--- src/rtl/dmem_arbiter.sv ---
// Two-master arbiter for the data-memory port: fixed priority to requester 0 with
// starvation protection for requester 1, plus an ID FIFO that routes in-order responses.
module dmem_arbiter #(
    parameter int ADDR_W          = 32,
    parameter int DATA_W          = 32,
    parameter int MASK_W          = 4,
    parameter int MAX_OUTSTANDING = 4,
    parameter int STARVE_LIMIT    = 8
) (
    input  logic                               clk,
    input  logic                               rst_n,

    input  logic                               m0_req,
    input  logic                               m0_we,
    input  logic [ADDR_W-1:0]                  m0_a,
    input  logic [DATA_W-1:0]                  m0_wd,
    input  logic [MASK_W-1:0]                  m0_wmask,
    output logic                               m0_gnt,
    output logic                               m0_rvalid,
    output logic [DATA_W-1:0]                  m0_rd,

    input  logic                               m1_req,
    input  logic                               m1_we,
    input  logic [ADDR_W-1:0]                  m1_a,
    input  logic [DATA_W-1:0]                  m1_wd,
    input  logic [MASK_W-1:0]                  m1_wmask,
    output logic                               m1_gnt,
    output logic                               m1_rvalid,
    output logic [DATA_W-1:0]                  m1_rd,

    output logic                               mem_req,
    output logic                               mem_we,
    output logic [ADDR_W-1:0]                  mem_a,
    output logic [DATA_W-1:0]                  mem_wd,
    output logic [MASK_W-1:0]                  mem_wmask,
    input  logic                               mem_gnt,
    input  logic                               mem_rvalid,
    input  logic [DATA_W-1:0]                  mem_rd,

    output logic [$clog2(MAX_OUTSTANDING):0]   outstanding,
    output logic                               proto_err
);

    localparam int PTR_W = $clog2(MAX_OUTSTANDING);
    localparam int CNT_W = PTR_W + 1;
    localparam int STV_W = $clog2(STARVE_LIMIT + 1);

    logic [MAX_OUTSTANDING-1:0] id_fifo;
    logic [PTR_W-1:0]           wr_ptr;
    logic [PTR_W-1:0]           rd_ptr;
    logic [STV_W-1:0]           starve_cnt;
    logic                       starved;
    logic                       sel;
    logic                       has_room;
    logic                       push;
    logic                       pop;
    logic                       pop_id;

    assign starved  = (starve_cnt == STV_W'(STARVE_LIMIT));
    assign sel      = m1_req && (!m0_req || starved);
    // Room is judged from the registered count; a pop in the same cycle does not free a slot.
    assign has_room = (outstanding < CNT_W'(MAX_OUTSTANDING));

    always_comb begin
        mem_req   = rst_n && (m0_req || m1_req) && has_room;
        mem_we    = 1'b0;
        mem_a     = '0;
        mem_wd    = '0;
        mem_wmask = '0;
        if (mem_req) begin
            if (sel) begin
                mem_we    = m1_we;
                mem_a     = m1_a;
                mem_wd    = m1_wd;
                mem_wmask = m1_wmask;
            end else begin
                mem_we    = m0_we;
                mem_a     = m0_a;
                mem_wd    = m0_wd;
                mem_wmask = m0_wmask;
            end
        end
    end

    assign m0_gnt    = mem_req && mem_gnt && !sel;
    assign m1_gnt    = mem_req && mem_gnt && sel;
    assign push      = m0_gnt || m1_gnt;
    assign pop       = mem_rvalid && (outstanding != '0);
    assign pop_id    = id_fifo[rd_ptr];
    assign m0_rvalid = pop && !pop_id;
    assign m1_rvalid = pop && pop_id;
    assign m0_rd     = m0_rvalid ? mem_rd : '0;
    assign m1_rd     = m1_rvalid ? mem_rd : '0;

    always_ff @(posedge clk or negedge rst_n) begin
        if (!rst_n) begin
            id_fifo     <= '0;
            wr_ptr      <= '0;
            rd_ptr      <= '0;
            outstanding <= '0;
            starve_cnt  <= '0;
            proto_err   <= 1'b0;
        end else begin
            if (push) begin
                id_fifo[wr_ptr] <= m1_gnt;
                wr_ptr          <= wr_ptr + 1'b1;
            end
            if (pop) begin
                rd_ptr <= rd_ptr + 1'b1;
            end
            case ({push, pop})
                2'b10:   outstanding <= outstanding + 1'b1;
                2'b01:   outstanding <= outstanding - 1'b1;
                default: outstanding <= outstanding;
            endcase
            if (mem_rvalid && (outstanding == '0)) begin
                proto_err <= 1'b1;
            end
            if (m1_req && !m1_gnt) begin
                if (!starved) begin
                    starve_cnt <= starve_cnt + 1'b1;
                end
            end else begin
                starve_cnt <= '0;
            end
        end
    end

endmodule

--- config.mk ---
export PLATFORM = sky130hd
export DESIGN_NAME = dmem_arbiter
export DESIGN_NICKNAME = d
export VERILOG_FILES = /design/src/rtl/dmem_arbiter.sv
export SDC_FILE = /design/constraint.sdc
export NUM_CORES = 1
export LEC_CHECK = 0
export BUFFER_PORTS_ARGS = -buffer_cell sky130_fd_sc_hd__buf_2
export CAP_MARGIN = 30
export CORE_AREA = 4 4 123 125
export CTS_CLUSTER_DIAMETER = 100
export CTS_CLUSTER_SIZE = 8
export DETAILED_ROUTE_END_ITERATION = 8
export DIE_AREA = 0 0 127 129
export GPL_ROUTABILITY_DRIVEN = 0
export GPL_TIMING_DRIVEN = 0
export PLACE_DENSITY_LB_ADDON = 0.05
export SETUP_SLACK_MARGIN = 0.15
export SYNTH_ARGS = -nofsm -noshare
export SYNTH_HDL_FRONTEND = slang
export SYNTH_SLANG_ARGS = --single-unit
--- constraint.sdc ---
create_clock -name clk -period 2.5 [get_ports clk]
set_input_delay 0.5 -clock clk [delete_from_list [all_inputs] [get_ports clk]]
set_output_delay 0.5 -clock clk [all_outputs]
set_load 0.03 [all_outputs]
==> reports/qor.csv, run 1 <==
metric,value,unit
"antenna viol nets, final",0,
CP max stage cell,dfrtp_1,
filler instances,1516,
Multi-input gate area,2470,um2
syn_nets,617,
Sink Count,16,
CP bufs+invs,4,
synthesized cell area,2510,um2
top cells by instance count after synthesis,"175 x nand2_1, 70 x o22ai_1, 34 x nor2_1",
startpoint types,register,
CTS tree,built,
Crit. End Element,output pin,
ant diodes,0,
RSZ-0062 raised after global routing,true,
FF/Latch Area,402,um2
Ys Warns,0,
routed len/inst,16.8,um
Synth Register Bits,16,
slew margin rel.,0.703,
largest net degree at the start of global routing,19,
DR iter-0 viols,99,
routed vias/inst,4.55,
die height,129,um
drt pass-1 iters,4,
GRT overflow,0,
Area after DPL,4310,um2
first-pass GRT wire length,22.1,mm
number of I/O port buffers,315,
leading area contributor after synthesis,nand2_1,
cell area power density,765,nW/um2
clk root buf,clkbuf_16,
crit path kind,reg -> out,
Final Max Slew Viols,0,
"EDFF count, synth",0,
status,finished clean,
residual DRC count,0,
Fmax,0.415,GHz
top-count cell post-synth,nand2_1,
clock slew at reported path FFs,0.05,ns
final hold viol count,0,
Finished Layout Cells,946,
"Seq/Total Area, Yosys",0.160,
Final period util,0.964,
CP max stage delay,0.40,ns
NumNets Final,951,
Vias,4302,
post-synth cell types,33,
DP HPWL,12.7,mm
critical path arrival,1.91,ns
Peak VDD IR,0.000263,V
Slew @ Worst Pin,0.445,ns
syn avg cell area,5.79,um2
placed cells,928,
full die area,16400,um2
H-Tree Depth,1,
main flop type after synthesis,dfrtp_1,
Post-Route WL,15.9,mm
WHS,0.0771,ns
crit-path cells,inv_2 > ha_1 > nand3b_1 > o21ai_4 > buf_12 > buf_4 > o22ai_2 > buf_6,
class of the worst hold path,in -> async,
Worst Clk Skew,0.00496,ns
vias in the first global route,4124,
I/O pins,318,
Final Cell Area,5880,um2
Initial Utilization,0.181,
initial antenna violation count,0,
max-cap violations,0,
data required time of the worst path,2.00,ns
layout cell share with drive strength beyond 1,0.598,
post-synthesis cell count,433,
CP top delay family,buffers and inverters,
R2R setup slack,0.41,ns
synth top area cells,"nand2_1 26%, o22ai_1 17%, dfrtp_1 16%",
GRT Resource Usage Total,0.166,
fraction of registers with async set/reset,1.00,
CTS Buf Count,3,
P_leak,2.92,nW
Yosys top cell area share,0.262,
site row count,43,
post-layout min period,2.41,ns
Die Width,127,um
Max clock buf depth,2,
area of the core,13900,um2
Crit Path Max Fanout,10,
clock latency on the worst-skew pair,0.24,ns
synth-to-layout area growth,135,%
"Setup violations, final",0,
## stage by stage
| step | power [mW] | util | setup slack, ns | setup TNS, ns |
|---|---|---|---|---|
| floorplan | 2.48 | - | 0.189 | 0 |
| global placement | 3.38 | 0.310 | -0.437 | -20.65 |
| detailed placement | 3.40 | 0.310 | -0.448 | -21.30 |
| CTS | 4.06 | 0.370 | 0.100 | 0 |
| global route | 4.81 | 0.424 | 0.0156 | 0 |
| finish | 4.50 | 0.424 | 0.0891 | 0 |
## cells in the final DEF (no fill, tap or decap), drive strengths merged, types with 3 or more instances in the layout
| cell | synthesis | final |
|---|---|---|
| buf | 22 | 356 |
| dfrtp | 16 | 16 |
| o22ai | 70 | 70 |
| o31ai | 4 | 4 |
| inv | 8 | 8 |
| nor2 | 34 | 34 |
| xor2 | 4 | 4 |
| o21ai | 11 | 11 |
| nor3 | 3 | 3 |
| and3 | 32 | 32 |
| nand2 | 175 | 175 |
| xnor2 | 4 | 4 |
| clkbuf | 25 | 24 |
| ha | 7 | 7 |
## kinds of logic after synthesis
kind of cell    after synthesis  share of synthesized area
compound gates               92                      0.231
xor+xnor                      8                     0.0280
fa+ha+maj                     8                     0.0429
buf+inv                      55                      0.105
flops                        16                      0.160
mux                           2                     0.0135
simple gates                252                      0.420
## report_power, final
group          switching [mW]  leakage [nW]  internal [mW]  total (mW)
combinational            2.25          2.68           1.46        3.71
sequential             0.0942         0.197          0.358       0.452
clock                  0.0980        0.0442          0.243       0.341
## path summary, 6_finish.rpt
kind	startpoint	to	cells past startpoint
max in group asynchronous	rst_n	outstanding[2]$_DFFE_PN0P_	1
worst min-delay path	rst_n	proto_err$_DFFE_PN0P_	1
worst max-delay path	starve_cnt[0]$_DFFE_PN0P_	mem_wd[1]	8
min in group clk	proto_err$_DFFE_PN0P_	proto_err$_DFFE_PN0P_	1
worst min register to register	proto_err$_DFFE_PN0P_	proto_err$_DFFE_PN0P_	1
worst max register to register	outstanding[2]$_DFFE_PN0P_	outstanding[2]$_DFFE_PN0P_	8
## worst register-to-register path, cell delays in order (launching register included)
cell and delay, ns:
dfrtp_2 0.45, o31a_1 0.25, clkbuf_2 0.26, ha_1 0.22
inv_1 0.06, fa_1 0.37, xor2_1 0.15, nor2_1 0.12
xor2_1 0.15
## state kept, by name, indices dropped and copies added, names as in the netlist
register and flops:
id_fifo 4, starve_cnt 4, outstanding 3, rd_ptr 2
wr_ptr 2, proto_err 1
## routing by layer
| layer | GRT usage | share of wire |
|---|---|---|
| met5 | 0 | 0 |
| met4 | 0.0246 | 0.012 |
| met3 | 0.0419 | 0.071 |
| met2 | 0.321 | 0.55 |
| met1 | 0.185 | 0.36 |
## cell type report
type / instances / share of cell area
tap: 180 / 0.0383
buffer: 46 / 0.0698
inverter: 8 / 0.00511
clock buffer: 4 / 0.0151
multi-input combinational: 362 / 0.419
timing repair buffer: 330 / 0.384
sequential: 16 / 0.0683
## repair_timing
action                     CTS  global route
hold buffers                 0             0
cloned                       0             3
setup endpoints to repair   99           128
resized for setup          182           224
pin swaps                   12             4
buffers inserted            10             2
(Power assumes the default switching activity.)
==> run 2, diff against run 1 <==
HOLD_SLACK_MARGIN = 0.1   (was default)
==> run 2 against run 1 <==
Compared with the run above:
- sequential share of layout area is essentially flat
- worst setup slack gained 0.0045 ns
- wire length grew 0.77%
- critical path depth is the same
- via count grew 0.30%
- final area grew 0.40%
- power grew 0.68%
- final cell count grew 0.11%
- sequential power is essentially flat
- worst hold slack gained 0.38 ns
- largest power group unchanged
- highest routed layer unchanged
==> reports/qor.csv, run 2 (synthesis gave the netlist of run 1 again) <==
metric,value,unit,change
most frequent cells in the layout,"217 x buf_2, 175 x nand2_1, 76 x buf_6, 54 x buf_4, 33 x o22ai_2",,"was 217 x buf_2, 175 x nand2_1, 77 x buf_6, 53 x buf_4, 33 x o22ai_2"
clock network power share,0.076,,about the same
Pwr Total,4.53,mW,was 4.50 mW
Top Registers,"id_fifo x4, starve_cnt x4, outstanding x3",,unchanged
Slew @ Worst Pin,0.723,ns,was 0.445 ns
Peak VDD IR,0.000264,V,was 0.000263 V
startpoint types,register,,unchanged
layout cell share with drive strength beyond 1,0.601,,was 0.598
Crit Path Max Fanout,8,,was 10
class of the worst hold path,reg -> reg,,was in -> async
status,finished clean,,unchanged
die height,129,um,unchanged
Fmax,0.416,GHz,was 0.415 GHz
sw frac,0.542,,about the same
routed len/inst,16.9,um,was 16.8 um
routed vias/inst,4.56,,was 4.55
R2R setup slack,0.41,ns,about the same
RSZ-0062 raised after global routing,true,,unchanged
CTS tree,built,,unchanged
P_leak,2.92,nW,about the same
post-layout min period,2.41,ns,about the same
Die Width,127,um,unchanged
Max clock buf depth,2,,unchanged
clock slew at reported path FFs,0.05,ns,about the same
HP Start,proto_err$_DFFE_PN0P_,,
Final Max Slew Viols,0,,unchanged
Final period util,0.963,,was 0.964
Vias,4315,,was 4302
Pint,2.07,mW,was 2.06 mW
drt pass-1 iters,4,,unchanged
Crit. End Element,output pin,,unchanged
Sink Count,16,,unchanged
CTS Buf Count,3,,unchanged
"Setup violations, final",0,,unchanged
switching pwr,2.46,mW,was 2.44 mW
I/O pins,318,,unchanged
max-cap violations,0,,unchanged
GRT overflow,0,,unchanged
DR iter-0 viols,86,,was 99
critical path arrival,1.91,ns,about the same
first-pass GRT wire length,22.2,mm,was 22.1 mm
number of I/O port buffers,315,,unchanged
"antenna viol nets, final",0,,unchanged
Initial Utilization,0.181,,unchanged
cell area power density,767,nW/um2,was 765 nW/um2
GRT Resource Usage Total,0.166,,about the same
vias in the first global route,4130,,was 4124
Worst Clk Skew,0.00545,ns,was 0.00496 ns
combinational share of power,0.824,,about the same
hold depth,1,,
H-Tree Depth,1,,unchanged
synth-to-layout area growth,136,%,was 135%
CP bufs+invs,4,,unchanged
crit-path cells,inv_2 > ha_1 > nand3b_1 > a21o_1 > buf_12 > clkbuf_16 > o22ai_4 > buf_6,,was inv_2 > ha_1 > nand3b_1 > o21ai_4 > buf_12 > buf_4 > o22ai_2 > buf_6
Hold Path End,proto_err$_DFFE_PN0P_,,
"leading cell type in the layout, fill and taps excluded",buf_2,,unchanged
depth of the most critical reg-to-reg path,8,,unchanged
slew margin rel.,0.517,,was 0.703
Post-Route WL,16.0,mm,was 15.9 mm
CP max stage delay,0.40,ns,about the same
crit path kind,reg -> out,,unchanged
area of the core,13900,um2,unchanged
clock latency on the worst-skew pair,0.25,ns,was 0.24 ns
final core occ,0.425,,was 0.424
R2R Path End,outstanding[2]$_DFFE_PN0P_,,unchanged
final hold viol count,0,,unchanged
R2R Path Start,outstanding[2]$_DFFE_PN0P_,,unchanged
residual DRC count,0,,unchanged
CP top delay family,buffers and inverters,,unchanged
CP max stage cell,dfrtp_1,,unchanged
clk root buf,clkbuf_16,,unchanged
NumNets Final,952,,was 951
site row count,43,,unchanged
initial antenna violation count,0,,unchanged
data required time of the worst path,2.00,ns,about the same
sequential power share,0.100,,about the same
ant diodes,0,,unchanged
DP HPWL,12.7,mm,unchanged
largest net degree at the start of global routing,17,,was 19
full die area,16400,um2,unchanged
## run 2: cell types whose count changed in the layout (fill, tap and decap cells not counted), sizes merged
cell,before,now
clkbuf,24,23
buf,356,357
dlygate4sd3,0,1
## run 2: area by class of cell
type	count	area, um2
Clock buffer	4	88.8
Inverter	8	30.0
Tap cell	180	225
Multi-Input combinational cell	362	2480
Fill cell	1513	7980
Sequential cell	16	402
Timing Repair Buffer	331	2270
Buffer	46	414
## run 2: worst max path at each step
| stage | slack (ns) | to | start | cells after the start |
|---|---|---|---|---|
| final | 0.09 | mem_wd[9] | starve_cnt[0]$_DFFE_PN0P_ | 8 |
| after global routing | 0.02 | mem_wd[1] | starve_cnt[0]$_DFFE_PN0P_ | 8 |
| after CTS | 0.10 | mem_a[15] | starve_cnt[0]$_DFFE_PN0P_ | 8 |
| after detailed placement | -0.45 | mem_wd[22] | rst_n | 7 |
| after global placement | -0.44 | mem_wd[22] | rst_n | 7 |
| after floorplan | 0.19 | mem_wd[15] | outstanding[2]$_DFFE_PN0P_ | 5 |
## run 2: metrics by stage
step                      instance area, um2  hold slack, ns  instances  TNS, ns  worst slack (ns)
final                                   5900           0.456        947        0            0.0936
after global routing                    5900           0.483        947        0            0.0169
after CTS                               5140           0.463        943        0             0.100
after detailed placement                4310           0.447        928   -21.30            -0.448
after global placement                  4310           0.438        928   -20.65            -0.437
after floorplan                         2510           0.204        433        0             0.189
## run 2: worst register-to-register path, delay by kind of cell (launching register included)
family | cells | cell delay, ns
xor gates and xnor gates | 2 | 0.30
adders and majority gates | 2 | 0.59
DFF | 1 | 0.45
and+or+nand+nor | 1 | 0.12
AOI/OAI and AO/OA | 1 | 0.25
buffers and inverters | 2 | 0.32
## run 2: power by group through the flow
stage                     combinational, mW  clock [mW]  sequential [mW]
after floorplan                        2.00           0            0.483
after global placement                 2.93           0            0.454
after detailed placement               2.94           0            0.457
after CTS                              3.25       0.355            0.454
after global routing                   4.00       0.361            0.474
final                                  3.73       0.344            0.452
## run 2: metal layers
layer / wire length [um] / part of all wire / GRT usage
met1: 5810 / 0.36 / 0.186
met2: 8840 / 0.55 / 0.323
met3: 1160 / 0.073 / 0.0419
met4: 188 / 0.012 / 0.0246
met5: 0 / 0 / 0
## run 2: repair_timing
item / 4_1_cts / 5_1_grt
hold buffers: 1 / 0
gates resized for setup: 182 / 229
endpoints found under the setup margin: 99 / 128
pin swaps: 12 / 4
hold endpoints to repair: 16 / 0
gates cloned: 0 / 3
setup buffers: 10 / 2
==> run 3, diff against run 2 <==
SETUP_SLACK_MARGIN = 0.05   (was 0.15)
==> run 3 against run 2 <==
Compared with the run above:
- register-to-register slack got worse by 0.02 ns
- power down 10%
- clock skew decreased by 0.0011 ns
- worst setup slack worse by 0.021 ns
- via count shrank 1.3%
- global-route usage is 0.46 points lower
- worst hold slack hardly changed
- critical path type unchanged
==> reports/qor.csv, run 3 (synthesis gave the netlist of run 1 again) <==
metric,value,unit,change
synth-to-layout area growth,113,%,was 136%
clock network power share,0.084,,was 0.076
DP HPWL,12.7,mm,unchanged
H-Tree Depth,1,,unchanged
area of the core,13900,um2,unchanged
Area after DPL,4310,um2,unchanged
DR iter-0 viols,131,,was 86
R2R Path Start,outstanding[2]$_DFFE_PN0P_,,unchanged
"antenna viol nets, final",0,,unchanged
Final Max Slew Viols,0,,unchanged
Pint,1.78,mW,was 2.07 mW
CP max stage delay,0.40,ns,about the same
"leading cell type in the layout, fill and taps excluded",buf_2,,unchanged
Crit Path Max Fanout,10,,was 8
post-layout min period,2.43,ns,was 2.41 ns
Fmax,0.412,GHz,was 0.416 GHz
vias in the first global route,3987,,was 4130
clk root buf,clkbuf_16,,unchanged
site row count,43,,unchanged
final core occ,0.384,,was 0.425
data required time of the worst path,2.00,ns,about the same
Top Registers,"id_fifo x4, starve_cnt x4, outstanding x3",,unchanged
switching pwr,2.30,mW,was 2.46 mW
CP max stage cell,dfrtp_1,,unchanged
startpoint types,register,,unchanged
Vias,4261,,was 4315
CP bufs+invs,4,,unchanged
clock latency on the worst-skew pair,0.25,ns,about the same
sw frac,0.564,,was 0.542
combinational share of power,0.805,,was 0.824
Crit. End Element,output pin,,unchanged
GRT Resource Usage Total,0.162,,was 0.166
Final period util,0.971,,was 0.963
number of I/O port buffers,315,,unchanged
sequential power share,0.111,,was 0.100
ant diodes,0,,unchanged
status,finished clean,,unchanged
Slew @ Worst Pin,0.723,ns,about the same
die height,129,um,unchanged
Worst Clk Skew,0.00438,ns,was 0.00545 ns
Peak VDD IR,0.000265,V,was 0.000264 V
CTS Buf Count,3,,unchanged
Max clock buf depth,2,,unchanged
full die area,16400,um2,unchanged
Sink Count,16,,unchanged
Die Width,127,um,unchanged
final hold viol count,0,,unchanged
Post-Route WL,15.5,mm,was 16.0 mm
routed len/inst,16.3,um,was 16.9 um
depth of the most critical reg-to-reg path,8,,unchanged
layout cell share with drive strength beyond 1,0.564,,was 0.601
Final Cell Area,5330,um2,was 5900 um2
CTS tree,built,,unchanged
first-pass GRT wire length,21.5,mm,was 22.2 mm
hold depth,1,,unchanged
"Setup violations, final",0,,unchanged
class of the worst hold path,reg -> reg,,unchanged
P_leak,2.86,nW,was 2.92 nW
RSZ-0062 raised after global routing,true,,unchanged
R2R setup slack,0.39,ns,was 0.41 ns
largest net degree at the start of global routing,19,,was 17
critical path arrival,1.93,ns,was 1.91 ns
initial antenna violation count,0,,unchanged
drt pass-1 iters,4,,unchanged
clock slew at reported path FFs,0.05,ns,about the same
WP depth,8,,unchanged
NumNets Final,951,,was 952
GRT overflow,0,,unchanged
most frequent cells in the layout,"260 x buf_2, 175 x nand2_1, 59 x buf_4, 48 x o22ai_2, 34 x nor2_1",,"was 217 x buf_2, 175 x nand2_1, 76 x buf_6, 54 x buf_4, 33 x o22ai_2"
cell area power density,765,nW/um2,was 767 nW/um2
R2R Path End,outstanding[2]$_DFFE_PN0P_,,unchanged
slew margin rel.,0.516,,was 0.517
Initial Utilization,0.181,,unchanged
CP top delay family,buffers and inverters,,unchanged
residual DRC count,0,,unchanged
max-cap violations,0,,unchanged
I/O pins,318,,unchanged
Worst Setup EP,mem_a[22],,was mem_wd[9]
crit path kind,reg -> out,,unchanged
routed vias/inst,4.50,,was 4.56
final worst slack,0.0730,ns,was 0.0936 ns
setup slack at placement,-0.448,ns,unchanged
Worst Setup SP,starve_cnt[1]$_DFFE_PN0P_,,was starve_cnt[0]$_DFFE_PN0P_
crit-path cells,inv_2 > ha_1 > nand3b_1 > a21o_1 > buf_12 > buf_6 > o22ai_2 > buf_4,,was inv_2 > ha_1 > nand3b_1 > a21o_1 > buf_12 > clkbuf_16 > o22ai_4 > buf_6
-- run 3: worst min path at each step --
stage	from	endpoint	slack, ns
after floorplan	rst_n	id_fifo[0]$_DFFE_PN0P_	0.20
after global placement	proto_err$_DFFE_PN0P_	proto_err$_DFFE_PN0P_	0.44
after detailed placement	rst_n	rd_ptr[0]$_DFFE_PN0P_	0.45
after CTS	rst_n	proto_err$_DFFE_PN0P_	0.12
after global routing	mem_rvalid	proto_err$_DFFE_PN0P_	0.48
final	proto_err$_DFFE_PN0P_	proto_err$_DFFE_PN0P_	0.46
-- run 3: timing repair --
item / CTS / global route
resized for setup: 93 / 128
endpoints found under the setup margin: 81 / 84
pin swaps: 2 / 9
hold endpoints to repair: 0 / 16
cloned: 0 / 2
hold buffers: 0 / 1
setup buffers: 6 / 5
-- run 3: final cells by class --
class / count / area [um2]
inverter: 8 / 30.0
sequential: 16 / 402
clock buffer: 4 / 88.8
buffer: 47 / 362
timing repair buffer: 329 / 1970
fill: 1589 / 8550
multi-input combinational: 362 / 2250
tap: 180 / 225
-- run 3: per-layer routing --
layer,GRT usage,routed length (um)
met5,0,0
met4,0.0303,247
met3,0.0403,1070
met2,0.311,8500
met1,0.181,5650
-- run 3: worst reg2reg max path, stage by stage (launching register included) --
cell	delay [ns]
dfrtp_2	0.44
nand3b_1	0.18
o21bai_1	0.29
ha_1	0.28
inv_1	0.06
fa_1	0.37
xor2_1	0.15
nor2_1	0.12
xor2_1	0.15
-- run 3: power groups by stage --
| stage | clock network [mW] | logic (mW) | registers, mW |
|---|---|---|---|
| floorplan | 0 | 2.00 | 0.483 |
| global placement | 0 | 2.93 | 0.454 |
| detailed placement | 0 | 2.94 | 0.457 |
| CTS | 0.355 | 3.08 | 0.458 |
| global route | 0.363 | 3.54 | 0.476 |
| finish | 0.343 | 3.28 | 0.453 |
-- run 3: through the flow --
| stage | hold slack, ns | std cells | total power [mW] | TNS, ns |
|---|---|---|---|---|
| detailed placement | 0.447 | 928 | 3.40 | -21.30 |
| global placement | 0.438 | 928 | 3.38 | -20.65 |
| finish | 0.457 | 946 | 4.08 | 0 |
| CTS | 0.116 | 938 | 3.89 | 0 |
| global route | 0.483 | 946 | 4.38 | -0.0174 |
| floorplan | 0.204 | 433 | 2.48 | 0 |
